**config.mk**
```make
export PLATFORM = sky130hd
export DESIGN_NAME = data_mem_ctrl
export DESIGN_NICKNAME = d
export VERILOG_FILES = /design/src/rtl/data_mem_ctrl_pkg.sv /design/src/rtl/data_mem_ctrl_mem_op_decode.sv /design/src/rtl/data_mem_ctrl.sv
export SDC_FILE = /design/constraint.sdc
export NUM_CORES = 1
export LEC_CHECK = 0
export BUFFER_PORTS_ARGS = -buffer_cell sky130_fd_sc_hd__buf_2
export CORE_AREA = 5 5 205 207
export CTS_CLUSTER_DIAMETER = 60
export DETAILED_ROUTE_END_ITERATION = 8
export DIE_AREA = 0 0 210 212
export SYNTH_ARGS = -nofsm -noshare
export SYNTH_HDL_FRONTEND = slang
export SYNTH_SLANG_ARGS = --single-unit
```
**constraint.sdc**
```tcl
create_clock -name Clk -period 3.05 [get_ports Clk]
set_input_delay 0.1525 -clock Clk [delete_from_list [all_inputs] [get_ports Clk]]
set_output_delay 0.1525 -clock Clk [all_outputs]
set_load 0.02 [all_outputs]
```
**src/rtl/data_mem_ctrl_pkg.sv**
```systemverilog
// Shared definitions for the Y86-64 data memory controller: icode values,
// FSM state encoding, memory operation kinds and the address range check.
package data_mem_ctrl_pkg;

    localparam logic [3:0] ICODE_RMMOVQ = 4'h4;
    localparam logic [3:0] ICODE_MRMOVQ = 4'h5;
    localparam logic [3:0] ICODE_CALL   = 4'h8;
    localparam logic [3:0] ICODE_RET    = 4'h9;
    localparam logic [3:0] ICODE_PUSHQ  = 4'hA;
    localparam logic [3:0] ICODE_POPQ   = 4'hB;

    typedef enum logic [1:0] {
        ST_IDLE = 2'd0,
        ST_ACC  = 2'd1,
        ST_RESP = 2'd2
    } state_t;

    typedef enum logic [1:0] {
        MEM_OP_NONE = 2'd0,
        MEM_OP_RD   = 2'd1,
        MEM_OP_WR   = 2'd2
    } mem_op_t;

    // An address is bad when it is not 8-byte aligned or when the word it
    // names would run past the end of memory. The compare is on the full
    // 64-bit value, so negative addresses come out as errors.
    function automatic logic addr_err(input logic [63:0] addr,
                                      input logic [63:0] last_word);
        return (addr[2:0] != 3'b000) || (addr > last_word);
    endfunction

endpackage

```
**src/rtl/data_mem_ctrl_mem_op_decode.sv**
```systemverilog
// Combinational decode of a Memory-stage instruction into a memory operation,
// its byte address and its write data.
import data_mem_ctrl_pkg::*;

module data_mem_ctrl_mem_op_decode (
    input  logic [3:0]  icode,
    input  logic [63:0] val_a,
    input  logic [63:0] val_p,
    input  logic [63:0] val_e,
    output mem_op_t     op,
    output logic [63:0] addr,
    output logic [63:0] wdata
);

    // Map icode to operation; non-memory instructions decode to NONE with
    // zero address/data so they never trip the range check.
    always_comb begin
        op    = MEM_OP_NONE;
        addr  = '0;
        wdata = '0;
        case (icode)
            ICODE_RMMOVQ: begin op = MEM_OP_WR; addr = val_e; wdata = val_a; end
            ICODE_MRMOVQ: begin op = MEM_OP_RD; addr = val_e; end
            ICODE_CALL:   begin op = MEM_OP_WR; addr = val_e; wdata = val_p; end
            ICODE_RET:    begin op = MEM_OP_RD; addr = val_a; end
            ICODE_PUSHQ:  begin op = MEM_OP_WR; addr = val_e; wdata = val_a; end
            ICODE_POPQ:   begin op = MEM_OP_RD; addr = val_a; end
            default:      ;
        endcase
    end

endmodule

```
**src/rtl/data_mem_ctrl.sv**
```systemverilog
// Data memory sequencer for the SEQ Y86-64 core. Arbitrates between the
// Memory stage (D) and Fetch (F), range-checks the address, drives one RAM
// access and returns a one-cycle ack with read data and error flag.
import data_mem_ctrl_pkg::*;

module data_mem_ctrl #(
    parameter int ADDR_W     = 13,
    parameter int MEM_BYTES  = 8192,
    parameter int MAX_STREAK = 4
) (
    input  logic              Clk,
    input  logic              Rst_n,
    input  logic              d_req,
    input  logic [3:0]        d_icode,
    input  logic [63:0]       d_valA,
    input  logic [63:0]       d_valP,
    input  logic [63:0]       d_valE,
    output logic              d_ack,
    output logic [63:0]       d_valM,
    output logic              d_err,
    input  logic              f_req,
    input  logic [63:0]       f_addr,
    output logic              f_ack,
    output logic [63:0]       f_data,
    output logic              f_err,
    output logic              mem_en,
    output logic              mem_we,
    output logic [ADDR_W-1:0] mem_addr,
    output logic [63:0]       mem_wdata,
    input  logic [63:0]       mem_rdata
);

    localparam int          STREAK_W  = $clog2(MAX_STREAK + 1);
    localparam logic [63:0] LAST_WORD = 64'(MEM_BYTES - 8);
    localparam logic [STREAK_W-1:0] STREAK_MAX = STREAK_W'(MAX_STREAK);

    mem_op_t     d_op;
    logic [63:0] d_addr;
    logic [63:0] d_wdata;

    data_mem_ctrl_mem_op_decode u_decode (
        .icode (d_icode),
        .val_a (d_valA),
        .val_p (d_valP),
        .val_e (d_valE),
        .op    (d_op),
        .addr  (d_addr),
        .wdata (d_wdata)
    );

    state_t              state_q, state_d;
    logic [STREAK_W-1:0] streak_q, streak_d;
    logic                win_f_q, win_f_d;
    logic                rd_q, rd_d;
    logic                d_ack_q, d_ack_d;
    logic                f_ack_q, f_ack_d;
    logic                d_err_q, d_err_d;
    logic                f_err_q, f_err_d;
    logic                rd_resp_q, rd_resp_d;
    logic                mem_en_q, mem_en_d;
    logic                mem_we_q, mem_we_d;
    logic [ADDR_W-1:0]   mem_addr_q, mem_addr_d;
    logic [63:0]         mem_wdata_q, mem_wdata_d;

    logic                grant_f;
    mem_op_t             sel_op;
    logic [63:0]         sel_addr;
    logic [63:0]         sel_wdata;
    logic                sel_err;

    // Next-state, arbitration, streak and registered-output computation.
    always_comb begin
        state_d     = state_q;
        streak_d    = streak_q;
        win_f_d     = win_f_q;
        rd_d        = rd_q;
        d_ack_d     = 1'b0;
        f_ack_d     = 1'b0;
        d_err_d     = 1'b0;
        f_err_d     = 1'b0;
        rd_resp_d   = 1'b0;
        mem_en_d    = 1'b0;
        mem_we_d    = 1'b0;
        mem_addr_d  = '0;
        mem_wdata_d = '0;
        grant_f     = 1'b0;
        sel_op      = MEM_OP_NONE;
        sel_addr    = '0;
        sel_wdata   = '0;
        sel_err     = 1'b0;

        case (state_q)
            ST_IDLE: begin
                if (d_req || f_req) begin
                    // D has priority until F has watched MAX_STREAK D grants.
                    grant_f   = f_req && (!d_req || (streak_q == STREAK_MAX));
                    sel_op    = grant_f ? MEM_OP_RD : d_op;
                    sel_addr  = grant_f ? f_addr    : d_addr;
                    sel_wdata = grant_f ? 64'd0     : d_wdata;
                    sel_err   = (sel_op != MEM_OP_NONE) && addr_err(sel_addr, LAST_WORD);

                    if (grant_f || !f_req) begin
                        streak_d = '0;
                    end else if (streak_q != STREAK_MAX) begin
                        streak_d = streak_q + 1'b1;
                    end

                    win_f_d = grant_f;
                    rd_d    = (sel_op == MEM_OP_RD);

                    if (sel_err || (sel_op == MEM_OP_NONE)) begin
                        // Nothing to do at the RAM: answer on the next cycle.
                        state_d = ST_RESP;
                        d_ack_d = !grant_f;
                        f_ack_d = grant_f;
                        d_err_d = !grant_f && sel_err;
                        f_err_d = grant_f && sel_err;
                    end else begin
                        state_d     = ST_ACC;
                        mem_en_d    = 1'b1;
                        mem_we_d    = (sel_op == MEM_OP_WR);
                        mem_addr_d  = sel_addr[ADDR_W-1:0];
                        mem_wdata_d = sel_wdata;
                    end
                end
            end
            ST_ACC: begin
                state_d   = ST_RESP;
                d_ack_d   = !win_f_q;
                f_ack_d   = win_f_q;
                rd_resp_d = rd_q;
            end
            ST_RESP: begin
                state_d = ST_IDLE;
            end
            default: begin
                state_d = ST_IDLE;
            end
        endcase
    end

    // State and output registers; reset drops any access in flight.
    always_ff @(posedge Clk or negedge Rst_n) begin
        if (!Rst_n) begin
            state_q     <= ST_IDLE;
            streak_q    <= '0;
            win_f_q     <= 1'b0;
            rd_q        <= 1'b0;
            d_ack_q     <= 1'b0;
            f_ack_q     <= 1'b0;
            d_err_q     <= 1'b0;
            f_err_q     <= 1'b0;
            rd_resp_q   <= 1'b0;
            mem_en_q    <= 1'b0;
            mem_we_q    <= 1'b0;
            mem_addr_q  <= '0;
            mem_wdata_q <= '0;
        end else begin
            state_q     <= state_d;
            streak_q    <= streak_d;
            win_f_q     <= win_f_d;
            rd_q        <= rd_d;
            d_ack_q     <= d_ack_d;
            f_ack_q     <= f_ack_d;
            d_err_q     <= d_err_d;
            f_err_q     <= f_err_d;
            rd_resp_q   <= rd_resp_d;
            mem_en_q    <= mem_en_d;
            mem_we_q    <= mem_we_d;
            mem_addr_q  <= mem_addr_d;
            mem_wdata_q <= mem_wdata_d;
        end
    end

    assign d_ack     = d_ack_q;
    assign f_ack     = f_ack_q;
    assign d_err     = d_err_q;
    assign f_err     = f_err_q;
    assign mem_en    = mem_en_q;
    assign mem_we    = mem_we_q;
    assign mem_addr  = mem_addr_q;
    assign mem_wdata = mem_wdata_q;

    // The RAM's read register already lands in the ack cycle, so read data is
    // passed straight through, gated by registered ack/read flags.
    assign d_valM = (d_ack_q && rd_resp_q) ? mem_rdata : 64'd0;
    assign f_data = (f_ack_q && rd_resp_q) ? mem_rdata : 64'd0;

endmodule
```
; Word level (Yosys, flattened, before mapping)
; Cells that the tools add are included.
[totals]
wordCells = 92
register_bits = 91
out_inout_bits = 211
[classes]
n_mux = 38
eq_ne = 12
addsub = 1
order_cmp = 1
n_reduce_logical = 27
[ops]
columns = cell, n
row1 = $mux 64, 7
row2 = $pmux 64 s2, 2
row3 = $gt 64x13->1 const B, 1
row4 = $mux 13, 3
row5 = $mux 1, 17
row6 = $eq 4x4->1 const B, 4
row7 = $eq 4x3->1 const B, 2
row8 = $pmux 2 s2, 2
row9 = $logic_and 1x1->1, 6
row10 = $mux 2, 3
row11 = $mux 3, 2
row12 = $reduce_or 3->1, 2
row13 = $logic_or 1x1->1, 5
row14 = $eq 2x1->1 const B, 2
row15 = $logic_not 1->1, 4
row16 = $logic_not 2->1, 2
row17 = $pmux 1 s2, 2
row18 = $reduce_bool 2->1, 2
row19 = $reduce_or 2->1, 2
row20 = $reduce_or 4->1, 1
row21 = $add 3x1->3 const B, 1
row22 = $eq 3x3->1 const B, 1
row23 = $ne 3x3->1 const B, 1
row24 = $reduce_and 3->1, 1
row25 = 4 further kinds, 4

; Depth between registers and ports, before layout
; Gate-level depths: netlist of the first run.
[logic_depth]
word_depth = 11
mapped_depth = 9

; Cells and area by module
; A second synthesis of the first run with hierarchy kept.
[unflattened]
hier_cells = 922
hier_area_um2 = 8445.6
[modules_own_cells]
columns = module, area_each_um2, instances, seq_area_each_um2, cells_per_inst
row1 = data_mem_ctrl, 4325.4, 1, 2277.2, 441
row2 = data_mem_ctrl_mem_op_decode, 4120.2, 1, 0.0, 481

; Worst setup path after synthesis of the first run
; OpenSTA, ideal clock, no wires.
[synth_path]
kind = register to register
startpoint = reg streak_q[0]
endpoint = reg mem_wdata_q[43] (netlist: mem_wdata[43])
path_stages_with_launch = 10
setup_slack_ns = 0.912
n_path_buf = 2
period_less_slack_ns = 2.138
setup_time_ns = 0.086
arrival_time_ns = 2.051
cell_sequence = dfrtp_1 inv_1 ha_1 a21boi_2 nor2_1 o41ai_2 a41oi_2 buf_4 buf_2 nor3_1
[synth_between]
elab_chain_len = 11
elab_cells_between_ends = 16
cone_classes = order compare (1) / eq/ne (1) / mux (6) / reduce/logical (8)
[synth_rtl]
columns = item, line
row1 = start: declaration, data_mem_ctrl.sv:52  ; logic [STREAK_W-1:0] streak_q, streak_d;
row2 = start signal: assignment, data_mem_ctrl.sv:160  ; streak_q <= streak_d;
row3 = $eq 3x3->1 *, data_mem_ctrl.sv:96  ; grant_f = f_req && (!d_req || (streak_q == STREAK_MAX));
row4 = $logic_or 1x1->1 *, data_mem_ctrl.sv:96
row5 = $logic_and 1x1->1 *, data_mem_ctrl.sv:96
row6 = $mux 64, data_mem_ctrl.sv:98  ; sel_addr = grant_f ? f_addr : d_addr;
row7 = $gt 64x13->1 or $reduce_bool 3->1 (tied branches), data_mem_ctrl_pkg.sv:29  ; return (addr[2:0] != 3'b000) || (addr > last_word);
row8 = $logic_or 1x1->1, data_mem_ctrl_pkg.sv:29
row9 = $logic_and 1x1->1, data_mem_ctrl.sv:100  ; sel_err = (sel_op != MEM_OP_NONE) && addr_err(sel_addr, LAST_WORD);
row10 = $logic_or 1x1->1, data_mem_ctrl.sv:111  ; if (sel_err || (sel_op == MEM_OP_NONE)) begin
row11 = $mux 64 *, data_mem_ctrl.sv:111
row12 = $mux 64 *, data_mem_ctrl.sv:94  ; if (d_req || f_req) begin
row13 = $mux 64 *, data_mem_ctrl.sv:92  ; case (state_q)
row14 = net mem_wdata_d[43], data_mem_ctrl.sv:63  ; logic [63:0] mem_wdata_q, mem_wdata_d;
row15 = end signal: assignment, data_mem_ctrl.sv:171  ; mem_wdata_q <= mem_wdata_d;
row16 = end: declaration, data_mem_ctrl.sv:63
; Mark *: on every way through the listed nets, which the timed path passes. The rest lies on a longest branch.
; A chain may end at the register's enable or synchronous reset.

; Final worst setup path of the first run
[layout_path]
startpoint = reg streak_q[0]
endpoint = reg mem_wdata_q[22] (netlist: mem_wdata[22])
; Same word-level chain as after synthesis.

==> results of run 1 <==
-- power breakdown --
part           internal (mW)  leakage (nW)  switching (mW)  total, mW
clock network          0.574         0.137           0.547       1.12
registers               1.25          1.25          0.0583       1.31
logic                  0.288          3.66           0.477      0.765
-- layer usage --
| metal | global-route usage, % | share of wire (%) | vias to the layer above |
|---|---|---|---|
| met3 | 4.01 | 9.4 | 32 |
| met1 | 14.5 | 40 | 3201 |
| li1 | - | - | 3199 |
| met5 | 0 | 0 | - |
| met2 | 20.2 | 48 | 377 |
| met4 | 3.78 | 2.4 | 0 |
-- tightest hold or removal path: stages --
cell	delay, ns
sky130_fd_sc_hd__buf_2	0.10
sky130_fd_sc_hd__nor2_1	0.09
sky130_fd_sc_hd__nor4_1	0.05
-- area by class of cell --
type | count | share of cell area [%]
Antenna cell | 4 | 0.113
Clock buffer | 9 | 2.54
Clock inverter | 7 | 0.777
Inverter | 5 | 0.212
Multi-Input combinational cell | 404 | 30.5
Sequential cell | 91 | 25.7
Tap cell | 532 | 7.52
Timing Repair Buffer | 560 | 32.6
-- registers in the layout (all words and copies together) (netlist names) --
register / flops
mem_wdata: 64
mem_addr: 13
streak_q: 3
state_q: 2
d_ack: 1
d_err: 1
f_ack: 1
f_err: 1
mem_en: 1
mem_we: 1
rd_q: 1
rd_resp_q: 1
win_f_q: 1
-- path summary, 6_finish.rpt --
check / startpoint / endpoint / slack, ns / cells after the start
worst min-delay path: f_addr[3] / mem_addr[3] / 0.08 / 3
worst min register to register: streak_q[2] / streak_q[2] / 0.53 / 1
worst max-delay path: streak_q[0] / mem_wdata[22] / 0.61 / 9
max in group asynchronous: Rst_n / mem_addr[4] / 1.96 / 3
worst max register to register: streak_q[0] / mem_wdata[22] / 0.61 / 9
min in group asynchronous: Rst_n / mem_wdata[41] / 0.30 / 2
-- placed cells by master, fill, tap and decap left out, types with 2 or more instances in the layout --
cell | Yosys | routed
sky130_fd_sc_hd__a21oi_1 | 3 | 2
sky130_fd_sc_hd__a221oi_1 | 10 | 10
sky130_fd_sc_hd__a22oi_1 | 65 | 65
sky130_fd_sc_hd__and3_1 | 129 | 129
sky130_fd_sc_hd__buf_12 | 0 | 2
sky130_fd_sc_hd__buf_2 | 9 | 537
sky130_fd_sc_hd__buf_4 | 3 | 20
sky130_fd_sc_hd__clkbuf_16 | 0 | 9
sky130_fd_sc_hd__clkinvlp_4 | 0 | 2
sky130_fd_sc_hd__conb_1 | 1 | 3
sky130_fd_sc_hd__dfrtp_1 | 91 | 90
sky130_fd_sc_hd__diode_2 | 0 | 4
sky130_fd_sc_hd__ha_1 | 2 | 2
sky130_fd_sc_hd__inv_1 | 5 | 5
sky130_fd_sc_hd__inv_6 | 0 | 2
sky130_fd_sc_hd__nand2_1 | 8 | 8
sky130_fd_sc_hd__nand3b_1 | 2 | 2
sky130_fd_sc_hd__nand4_1 | 9 | 9
sky130_fd_sc_hd__nor2_1 | 21 | 20
sky130_fd_sc_hd__nor3_1 | 60 | 60
sky130_fd_sc_hd__nor3_2 | 8 | 8
sky130_fd_sc_hd__nor4_1 | 40 | 40
sky130_fd_sc_hd__nor4_2 | 5 | 5
sky130_fd_sc_hd__nor4_4 | 2 | 2
sky130_fd_sc_hd__o21ai_0 | 8 | 8
sky130_fd_sc_hd__o31ai_1 | 3 | 3
sky130_fd_sc_hd__or3_1 | 4 | 4
sky130_fd_sc_hd__or3b_2 | 2 | 2
sky130_fd_sc_hd__or4_1 | 2 | 2
-- logic make-up after synthesis --
kind of cell               count (synthesis)  share of synthesized area (%)
other                                      1                         0.0721
and+or+nand+nor                          300                           35.8
AOI/OAI and AO/OA                         99                           14.6
buffers and inverters                     66                           5.34
DFF                                       91                           43.8
adders and majority gates                  2                          0.481
-- per-stage QoR --
step / std cells / total power, mW / util (%)
after floorplan: 561 / 1.67 / -
after global placement: 1591 / 2.08 / 21.2
after detailed placement: 1591 / 2.10 / 21.2
after CTS: 1608 / 3.25 / 22.0
after global routing: 1609 / 3.37 / 22.0
final: 1612 / 3.19 / 22.0
==> results.md, run 1 <==
* Final layout net count at roughly 1,400
* Clock latency reported for the late side of the worst-skew pair at ~0.35 ns
* Library cell with the largest summed area after synthesis: sky130_fd_sc_hd__dfrtp_1
* DR WL/cell at ~18 um
* Number of rows created at floorplan at 74
* Share of final-layout standard cells stronger than drive strength 1 at approximately 56%
* Ranking of synthesized cells by instance count: 129 x sky130_fd_sc_hd__and3_1, 91 x sky130_fd_sc_hd__dfrtp_1, 65 x sky130_fd_sc_hd__a22oi_1
* Detailed placer's ending HPWL at ~24 mm
* Pin count of the biggest net entering global routing at approximately 100
* Remaining design rule violation count at 0
* Library cell used as clock root buffer: sky130_fd_sc_hd__clkbuf_16
* Fill count at between 4,000 and 5,000
* # H-tree levels at 3
* Worst-path cell with the longest stage delay: sky130_fd_sc_hd__nor3_1
* Transition time at the pin with the least slew margin at roughly 0.70 ns
* Most common flop cell mapped by yosys: sky130_fd_sc_hd__dfrtp_1
* Number of pins with negative max-slew slack in the final report at 0
* Most repeated cell in the gate-level netlist after synthesis: sky130_fd_sc_hd__and3_1
* PostCTS Resize Cnt at 0
* Rel. slew slack at a little over half
* Finished layout cell area at 0.00885 mm^2
* Async SR Flop Fraction at 100%
* Top-area cell type share of the netlist area at 43.8%
* Number of buffers added on ports at ~540
* Post-Route Setup TNS at 0 ns
* Vias in the first global route at approximately 6,700
* EDFF count, synth at 0
* Buf+Inv Stages, Crit Path at 3
* Vias per cell at approximately 4.2
* Multi-input combinational cell area at 0.00270 mm^2
* Initial antenna violation count at 5
* Area of the die at 0.0445 mm^2
* Synth cell types at 45
* Time the final worst path needs with I/O delays and setup at between 2 and 2.5 ns
* Arrival time of data at the critical path endpoint at about 2.7 ns
* Worst-path clk slew at ~0.08 ns
* Required time of the worst setup path at 3.31 ns
* Achievable frequency at 0.410 GHz
* CTS tree: built
* Detailed router's first-iteration violation count at slightly below 400
* Placeable core region at 0.0402 mm^2
* First-pass iteration count of the detailed router at 5
* Sink Count at 91
* Clk_skew at around 0.013 ns
* Synth warn at 0
* Post-Place Setup Slack at 0.476 ns
* Startpoint type of the worst setup path: flop
* Setup repair after global routing missed its margin: no
* Final count of negative-setup-slack endpoints at 0
* Leftover overflow at the end of global routing at 0
* Area contributors post-synth: sky130_fd_sc_hd__dfrtp_1 44%, sky130_fd_sc_hd__and3_1 16%, sky130_fd_sc_hd__a22oi_1 9.4%
* HP Class: input port to flop
* Chip Width at roughly 210 um
* Kind of cell adding the most delay to the critical path: simple AND/OR/NAND/NOR gates
* Initial standard-cell utilization of the core at between 10% and 20%
* Number of placed I/O pins at 539
* Total standard cell area after synthesis at about 0.0052 mm^2
* Max rail drop VDD at between 0.2 and 0.25 mV
* Post-synthesis sequential element count at 91
* Global-route wire length before repair at roughly 41 mm
* Final WS setup at 0.608 ns
* Sequential area share after synthesis at a little over two fifths
* Largest fanout on the critical path at 36
* Buffers from clock root to sink, at most at 2
* Final period utilization at 80.1%
* Overall die height at around 210 um
* Power density cells at about 360 mW/mm^2
* Hold Slack at 0.0797 ns
* Post-CTS setup buffers at 0
* Detailed-route wire length at about 29 mm
* Final GP Congestion at slightly below 1
* Post-Synthesis Cells at 559
* Number of nets still failing antenna checks after routing at 0
* Total number of vias at around 7,000
* Layout-stage area growth over the synthesis result at 70.2%
* Status: finished, final reports clean
* Hold Violations, Final at 0
* Critical path class: flop to flop
* CP peak stage delay at approximately 0.40 ns
* Number of hold buffers added after CTS at 1
* All-Layer GR Usage at 12.0%
* Mean cell area of the mapped netlist at ~9.3 um^2
* Cell chain of the critical path: inv_1 > ha_1 > a21boi_2 > nor2_1 > buf_4 > nor3_1 > nand3_4 > buf_4 > nor3_1
* Register area at 0.00228 mm^2
* Number of CTS-inserted buffers at 9
* Leakage power at between 5 and 6 nW
* Crit end category: flop
* Maxcap violations at 0
* Post-detailed-placement cell area at 0.00854 mm^2
Power figures use the tool's default switching activity.
==> inputs of run 2 (changes only) <==
- clock period: 3.05 -> 2.25 ns (I/O delays scaled with it)
==> run 2 against run 1 <==
Clock skew shrank 0.0034 ns. Via count grew 5.0%. Core utilization grew 2.1 points. Die area is the same. Maximum frequency grew 14%. Flip-flop and latch count is the same. Sequential power grew 32%. Largest cell class unchanged.
==> results.md, run 2 (same netlist as run 1, synthesis figures left out) <==
* Library cell used as clock root buffer: sky130_fd_sc_hd__clkbuf_16
* Layout-stage area growth over the synthesis result at 86.6%
* Leading cell types in the layout, fill and taps excluded: 537 x sky130_fd_sc_hd__buf_2, 129 x sky130_fd_sc_hd__and3_1, 90 x sky130_fd_sc_hd__dfrtp_1
* Time the final worst path needs with I/O delays and setup at 2.14 ns (-0.298 ns)
* Number of pins with negative max-slew slack in the final report at 0 (unchanged)
* Number of CTS-inserted buffers at 9 (unchanged)
* Pwr Total at 4.54 mW (+42%)
* Sequential share of power at 38.2% (-2.7 points)
* # H-tree levels at 3 (unchanged)
* Destination of the worst register-to-register timing path: mem_wdata[34]
* Rel. slew slack at 53.7% (+0.091 points)
* Share of final-layout standard cells stronger than drive strength 1 at 60.7% (+4.4 points)
* Busiest metal layer after global routing: met2
* Initial standard-cell utilization of the core at 12.9% (unchanged)
* Placeable core region at 0.0402 mm^2 (unchanged)
* DR WL/cell at 18.0 um (+0.24%)
* Final layout net count at 1,464 (+4.5%)
* GR met2 Demand/Resource at 21.4% (+1.2 points)
* Part of the power in the clock network at 32.6% (-2.5 points)
* Detailed placer's ending HPWL at 24.2 mm (+0.22%)
* Startpoint type of the worst setup path: flop
* Largest fanout on the critical path at 19 (-47%)
* Worst-path clk slew at 0.07 ns (about the same)
* Crit end category: flop
* Part of the power in combinational logic at 29.3% (+5.3 points)
* Vias per cell at 4.27 (+1.1%)
* Final GP Congestion at 1.00 (+2.4%)
* Achievable frequency at 0.467 GHz (+14%)
* Final count of negative-setup-slack endpoints at 0 (unchanged)
* Kind of cell adding the most delay to the critical path: buffers and inverters
* Final period utilization at 95.3% (+15 points)
* Maxcap violations at 0 (unchanged)
* First-pass iteration count of the detailed router at 7 (+2)
* Pin count of the biggest net entering global routing at 129 (+28%)
* Area of the die at 0.0445 mm^2 (unchanged)
* Cell chain of the critical path: inv_2 > ha_4 > a21boi_4 > nor2_4 > o41ai_2 > buf_4 > a41oi_4 > buf_12 > buf_16 > nor3_1
* Number of nets still failing antenna checks after routing at 0 (unchanged)
* Required time of the worst setup path at 2.51 ns (-0.80 ns)
* Clk_skew at 0.00952 ns (-0.00338 ns)
* Buf+Inv Stages, Crit Path at 4 (+1)
* Reg2reg path depth at 10 (+1)
* HP Class: input port to flop
* Number of buffers added on ports at 538 (unchanged)
* Detailed-route wire length at 30.1 mm (+4.1%)
* Status: finished, final reports clean
* Cells on Worst Hold Path at 3 (unchanged)
* Power density cells at 468 mW/mm^2 (+30%)
* Sink Count at 91 (unchanged)
* Int Power at 3.04 mW (+44%)
* CTS tree: built
* Critical path class: flop to flop
* GR met1 Demand/Resource at 14.9% (+0.47 points)
* Critical hold path startpoint: f_addr[3]
* Buffers from clock root to sink, at most at 2 (unchanged)
* Worst-path cell with the longest stage delay: sky130_fd_sc_hd__dfrtp_1
* Fill count at 4,401 (-0.65%)
* Detailed router's first-iteration violation count at 494 (+25%)
* Number of standard cells in the layout, taps in and fillers out at 1,674 (+3.8%)
* Destination of the worst hold path: mem_addr[3]
* All-Layer GR Usage at 12.4% (+0.42 points)
* Initial antenna violation count at 4 (-1)
* Total number of vias at 7,147 (+5.0%)
* Leakage power at 5.45 nW (+8.1%)
* Max rail drop VDD at 0.442 mV (+90%)
* Max FFs per register at 64 (unchanged)
* Chip Width at 210 um (unchanged)
* Hold Violations, Final at 0 (unchanged)
* Cell depth of the worst setup path at 10 (+1)
* Leftover overflow at the end of global routing at 0 (unchanged)
* Most common cell after layout, fill and taps aside: sky130_fd_sc_hd__buf_2
* Remaining design rule violation count at 0 (unchanged)
* Arrival time of data at the critical path endpoint at 2.40 ns (-0.30 ns)
* Power dissipated by switching net loads at 1.51 mW (+39%)
* Reg-to-reg setup timing slack at 0.11 ns (-0.50 ns)
* Hold Slack at 0.0544 ns (-0.0253 ns)
* Transition time at the pin with the least slew margin at 0.691 ns (-0.00553 ns)
* Number of placed I/O pins at 539 (unchanged)
* Global-route wire length before repair at 42.8 mm (+3.4%)
* Critical R2R Launch: streak_q[1]
* CP peak stage delay at 0.37 ns (-0.03 ns)
* Share of total power consumed by net switching at 33.2% (-0.75 points)
* Met3 capacity usage during global routing at 3.81% (-0.21 points)
* Overall die height at 212 um (unchanged)
* Number of rows created at floorplan at 74 (unchanged)
* Vias in the first global route at 7,159 (+7.0%)
* Number of placed cells counting well taps at 1,637 (+2.9%)
* Clock latency reported for the late side of the worst-skew pair at 0.35 ns (about the same)
[run 2: area by class of cell]
| type | count | area, um^2 | area share [%] |
|---|---|---|---|
| Antenna cell | 3 | 7.51 | 0.0774 |
| Clock buffer | 10 | 239 | 2.46 |
| Clock inverter | 6 | 48.8 | 0.503 |
| Inverter | 5 | 18.8 | 0.193 |
| Multi-Input combinational cell | 405 | 2910 | 30.0 |
| Sequential cell | 91 | 2280 | 23.5 |
| Tap cell | 532 | 666 | 6.86 |
| Timing Repair Buffer | 622 | 3540 | 36.5 |
[run 2: worst register-to-register path, cell delays in order (launching register included)]
cell                       delay, ns
sky130_fd_sc_hd__dfrtp_1        0.37
sky130_fd_sc_hd__inv_2          0.07
sky130_fd_sc_hd__ha_4           0.16
sky130_fd_sc_hd__a21boi_4       0.21
sky130_fd_sc_hd__nor2_4         0.06
sky130_fd_sc_hd__o41ai_2        0.20
sky130_fd_sc_hd__buf_4          0.20
sky130_fd_sc_hd__a41oi_4        0.15
sky130_fd_sc_hd__buf_12         0.21
sky130_fd_sc_hd__buf_16         0.19
sky130_fd_sc_hd__nor3_1         0.24
[run 2: timing repair]
action,in CTS,in global routing
resized for setup,28,14
endpoints found under the setup margin,77,76
endpoints found under the hold margin,42,0
hold buffers,1,0
setup buffers,8,4
pin swaps,6,12
gates cloned,4,1
[run 2: routing by layer]
metal | vias to the layer above | wire [um] | share of wire, %
li1 | 3317 | - | -
met2 | 380 | 14900 | 50
met5 | - | 0 | 0
met3 | 30 | 2800 | 9.3
met1 | 3420 | 11800 | 39
met4 | 0 | 607 | 2.0
[run 2: how the worst max path moves through the flow]
stage / from / endpoint / slack [ns]
5_1_grt: streak_q[0] / mem_wdata[15] / -0.003
3_3_place_gp: d_valA[57] / mem_wdata[18] / -0.52
2_1_floorplan: streak_q[0] / mem_wdata[43] / 0.11
6_report: streak_q[1] / mem_wdata[34] / 0.11
3_5_place_dp: d_valA[61] / mem_wdata[24] / -0.55
4_1_cts: streak_q[1] / mem_addr[11] / 0.0004
[run 2: power groups by stage]
stage | sequential [mW] | clock [mW] | combinational, mW
after CTS | 1.73 | 1.52 | 1.28
after detailed placement | 1.76 | 0 | 1.16
after floorplan | 1.79 | 0 | 0.470
after global routing | 1.74 | 1.60 | 1.45
final | 1.73 | 1.48 | 1.33
after global placement | 1.76 | 0 | 1.14
[run 2: metrics by stage]
| stage | area [um^2] | worst slack [ns] | TNS (ns) | utilization, % |
|---|---|---|---|---|
| floorplan | 5210 | 0.112 | 0 | - |
| global placement | 8920 | -0.519 | -35.64 | 22.2 |
| detailed placement | 8920 | -0.553 | -35.89 | 22.2 |
| CTS | 9560 | 0.000403 | 0 | 23.8 |
| global route | 9700 | -0.00313 | -0.00313 | 24.1 |
| finish | 9700 | 0.106 | 0 | 24.1 |
==> inputs of run 3 (changes only) <==
--- a/config.mk
+++ b/config.mk
@@ -11,4 +11,5 @@
 export DETAILED_ROUTE_END_ITERATION = 8
 export DIE_AREA = 0 0 210 212
+export PLACE_DENSITY = 0.41
 export SYNTH_ARGS = -nofsm -noshare
 export SYNTH_HDL_FRONTEND = slang
==> constraint.sdc (replaced) <==
create_clock -name Clk -period 2.25 [get_ports Clk]
set_input_delay 0.45 -clock Clk [delete_from_list [all_inputs] [get_ports Clk]]
set_output_delay 0.45 -clock Clk [all_outputs]
set_load 0.02 [all_outputs]
==> run 3 against run 2 <==
The flow now finishes with violations (setup timing). Register-to-register slack lost 0.12 ns. Design area up 7.9%. First-iteration DRC count decreased by 26%. Largest power group unchanged. Clock skew rose by 0.0082 ns.
==> results.md, run 3 (same netlist as run 1, synthesis figures left out) <==
* Status: finished with violations
* Violated checks: setup timing
* Critical path class: flop to flop
* Hold Slack at 0.0122 ns (-0.0422 ns)
* Top routing layer in use: met5
* Hold Violations, Final at 0 (unchanged)
* Part of the power in the clock network at 34.1% (+1.5 points)
* Cell chain of the critical path: inv_2 > ha_4 > a21boi_4 > nor2_4 > o41ai_4 > buf_4 > a41oi_4 > buf_6 > buf_12 > nor4_4
* Required time of the worst setup path at 2.51 ns (about the same)
* Detailed router's first-iteration violation count at 367 (-26%)
* Largest fanout on the critical path at 8 (-11)
* CP peak stage delay at 0.41 ns (+0.04 ns)
* Clock latency reported for the late side of the worst-skew pair at 0.36 ns (about the same)
* Leftover overflow at the end of global routing at 0 (unchanged)
* Final count of negative-setup-slack endpoints at 3 (+3)
* Most common cell after layout, fill and taps aside: sky130_fd_sc_hd__buf_2
* Initial antenna violation count at 5 (+1)
* Share of final-layout standard cells stronger than drive strength 1 at 65.9% (+5.2 points)
* Post-detailed-placement cell area at 0.00922 mm^2 (+3.4%)
* Number of buffers added on ports at 538 (unchanged)
* HP Class: input port to async pin
* Sequential share of power at 35.4% (-2.8 points)
* Max FFs per register at 64 (unchanged)
* Share of total power consumed by net switching at 34.3% (+1.2 points)
* Detailed-route wire length at 33.9 mm (+13%)
* Number of CTS-inserted buffers at 9 (unchanged)
* Arrival time of data at the critical path endpoint at 2.52 ns (+0.12 ns)
* Vias per cell at 4.21 (-1.4%)
* Remaining design rule violation count at 0 (unchanged)
* CTS tree: built
* Post-Route Setup TNS at -0.0159 ns (-0.0159 ns)
* Overall die height at 212 um (unchanged)
* Number of placed cells counting well taps at 1,667 (+1.8%)
* Kind of cell adding the most delay to the critical path: compound AO/OA/AOI/OAI gates
* Final layout net count at 1,492 (+1.9%)
* Detailed placer's ending HPWL at 26.9 mm (+11%)
* Maxcap violations at 0 (unchanged)
* Transition time at the pin with the least slew margin at 0.981 ns (+0.290 ns)
* Time the final worst path needs with I/O delays and setup at 2.26 ns (+0.115 ns)
* Critical R2R Launch: streak_q[0]
* Int Power at 3.23 mW (+6.4%)
* First-pass iteration count of the detailed router at 4 (-3)
* All-Layer GR Usage at 14.1% (+1.7 points)
* Initial standard-cell utilization of the core at 12.9% (unchanged)
* DR WL/cell at 19.9 um (+11%)
* Library cell used as clock root buffer: sky130_fd_sc_hd__clkbuf_16
* Buf+Inv Stages, Crit Path at 4 (unchanged)
* Worst-path cell with the longest stage delay: sky130_fd_sc_hd__o41ai_4
* Vias in the first global route at 7,378 (+3.1%)
* Amount of wire on met2 after detailed routing at 17.1 mm (+15%)
* Total number of vias at 7,170 (+0.32%)
* Power density cells at 470 mW/mm^2 (+0.32%)
* Number of rows created at floorplan at 74 (unchanged)
* Number of placed I/O pins at 539 (unchanged)
* Global-route wire length before repair at 47.5 mm (+11%)
* Number of hold buffers added after CTS at 0 (-1)
* Startpoint type of the worst setup path: flop
* Leading cell types in the layout, fill and taps excluded: 537 x sky130_fd_sc_hd__buf_2, 129 x sky130_fd_sc_hd__and3_1, 91 x sky130_fd_sc_hd__buf_4
* Power dissipated by switching net loads at 1.69 mW (+12%)
* Part of the power in combinational logic at 30.5% (+1.2 points)
* Final GP Congestion at 0.960 (-4.2%)
* Fill count at 4,406 (+0.11%)
* Final period utilization at 100% (+5.1 points)
* Origin of the worst setup path: streak_q[0]
* Clk_skew at 0.0177 ns (+0.00822 ns)
* Number of standard cells in the layout, taps in and fillers out at 1,703 (+1.7%)
* Max rail drop VDD at 0.309 mV (-30%)
* Sink Count at 91 (unchanged)
* Finished layout cell area at 0.0105 mm^2 (+7.9%)
* Leakage power at 6.00 nW (+10%)
* Rel. slew slack at 34.5% (-19 points)
* Final WS setup at -0.00877 ns (-0.115 ns)
* Achievable frequency at 0.443 GHz (-5.1%)
* Number of pins with negative max-slew slack in the final report at 0 (unchanged)
* Area of the die at 0.0445 mm^2 (unchanged)
* Met3 layer wire length in the routed design at 2.39 mm (-15%)
* Pin count of the biggest net entering global routing at 129 (unchanged)
* Multi-input combinational cell area at 0.00332 mm^2 (+14%)
* # H-tree levels at 3 (unchanged)
* Buffers from clock root to sink, at most at 2 (unchanged)
* Crit end category: flop
* Number of nets still failing antenna checks after routing at 0 (unchanged)
* Layout-stage area growth over the synthesis result at 101%
* Met1 Wirelength at 13.6 mm (+16%)
* Chip Width at 210 um (unchanged)
* Register area at 0.00228 mm^2 (unchanged)
* Setup repair after global routing missed its margin: yes
* Placeable core region at 0.0402 mm^2 (unchanged)
* Worst-path clk slew at 0.08 ns (about the same)
==> run 3: worst paths after layout <==
check / slack (ns) / to / depth (start not counted)
hold / removal: 0.01 / mem_wdata[44] / 1
min in group Clk: 0.40 / streak_q[2] / 3
setup reg to reg: -0.009 / mem_addr[9] / 10
max in group asynchronous: 1.63 / rd_resp_q / 2
hold reg to reg: 0.53 / win_f_q / 2
setup / recovery: -0.009 / mem_addr[9] / 10
==> run 3: cell type report <==
type | instances | area share [%]
diodes | 4 | 0.0956
clock buffers | 10 | 2.28
clock inverters | 6 | 0.741
inverters | 5 | 0.179
multi-input cells | 404 | 31.7
flip-flops and latches | 91 | 21.8
well taps | 532 | 6.36
repair buffers | 651 | 36.9
==> run 3: per-stage QoR <==
step / power (mW) / utilization (%) / worst slack, ns
4_1_cts: 4.92 / 25.5 / -0.110
3_3_place_gp: 3.02 / 22.9 / -0.663
5_1_grt: 5.17 / 26.1 / -0.0961
3_5_place_dp: 3.02 / 22.9 / -0.649
6_report: 4.92 / 26.1 / -0.00877
2_1_floorplan: 2.26 / - / 0.0977
==> run 3: worst reg2reg max path, stage by stage, from the launching register on <==
cell                       delay (ns)
sky130_fd_sc_hd__dfrtp_1         0.37
sky130_fd_sc_hd__inv_2           0.06
sky130_fd_sc_hd__ha_4            0.16
sky130_fd_sc_hd__a21boi_4        0.24
sky130_fd_sc_hd__nor2_4          0.08
sky130_fd_sc_hd__o41ai_4         0.41
sky130_fd_sc_hd__buf_4           0.19
sky130_fd_sc_hd__a41oi_4         0.13
sky130_fd_sc_hd__buf_6           0.19
sky130_fd_sc_hd__buf_12          0.15
sky130_fd_sc_hd__nor4_4          0.20
==> run 3: what timing repair did <==
action / in CTS / in global routing
pin swaps: 61 / 27
gates cloned: 7 / 1
resized for setup: 97 / 31
setup buffers: 8 / 4
setup endpoints to repair: 78 / 77
==> run 3: power by group through the flow <==
stage	Combinational (mW)	Clock, mW	Sequential [mW]
floorplan	0.470	0	1.79
global placement	1.25	0	1.77
detailed placement	1.24	0	1.77
CTS	1.46	1.72	1.74
global route	1.63	1.78	1.75
finish	1.50	1.68	1.74
==> run 3: per-layer routing <==
layer	track usage [%]	vias up
li1	-	3383
met1	17.4	3445
met2	24.5	303
met3	3.19	37
met4	4.41	2
met5	0	-
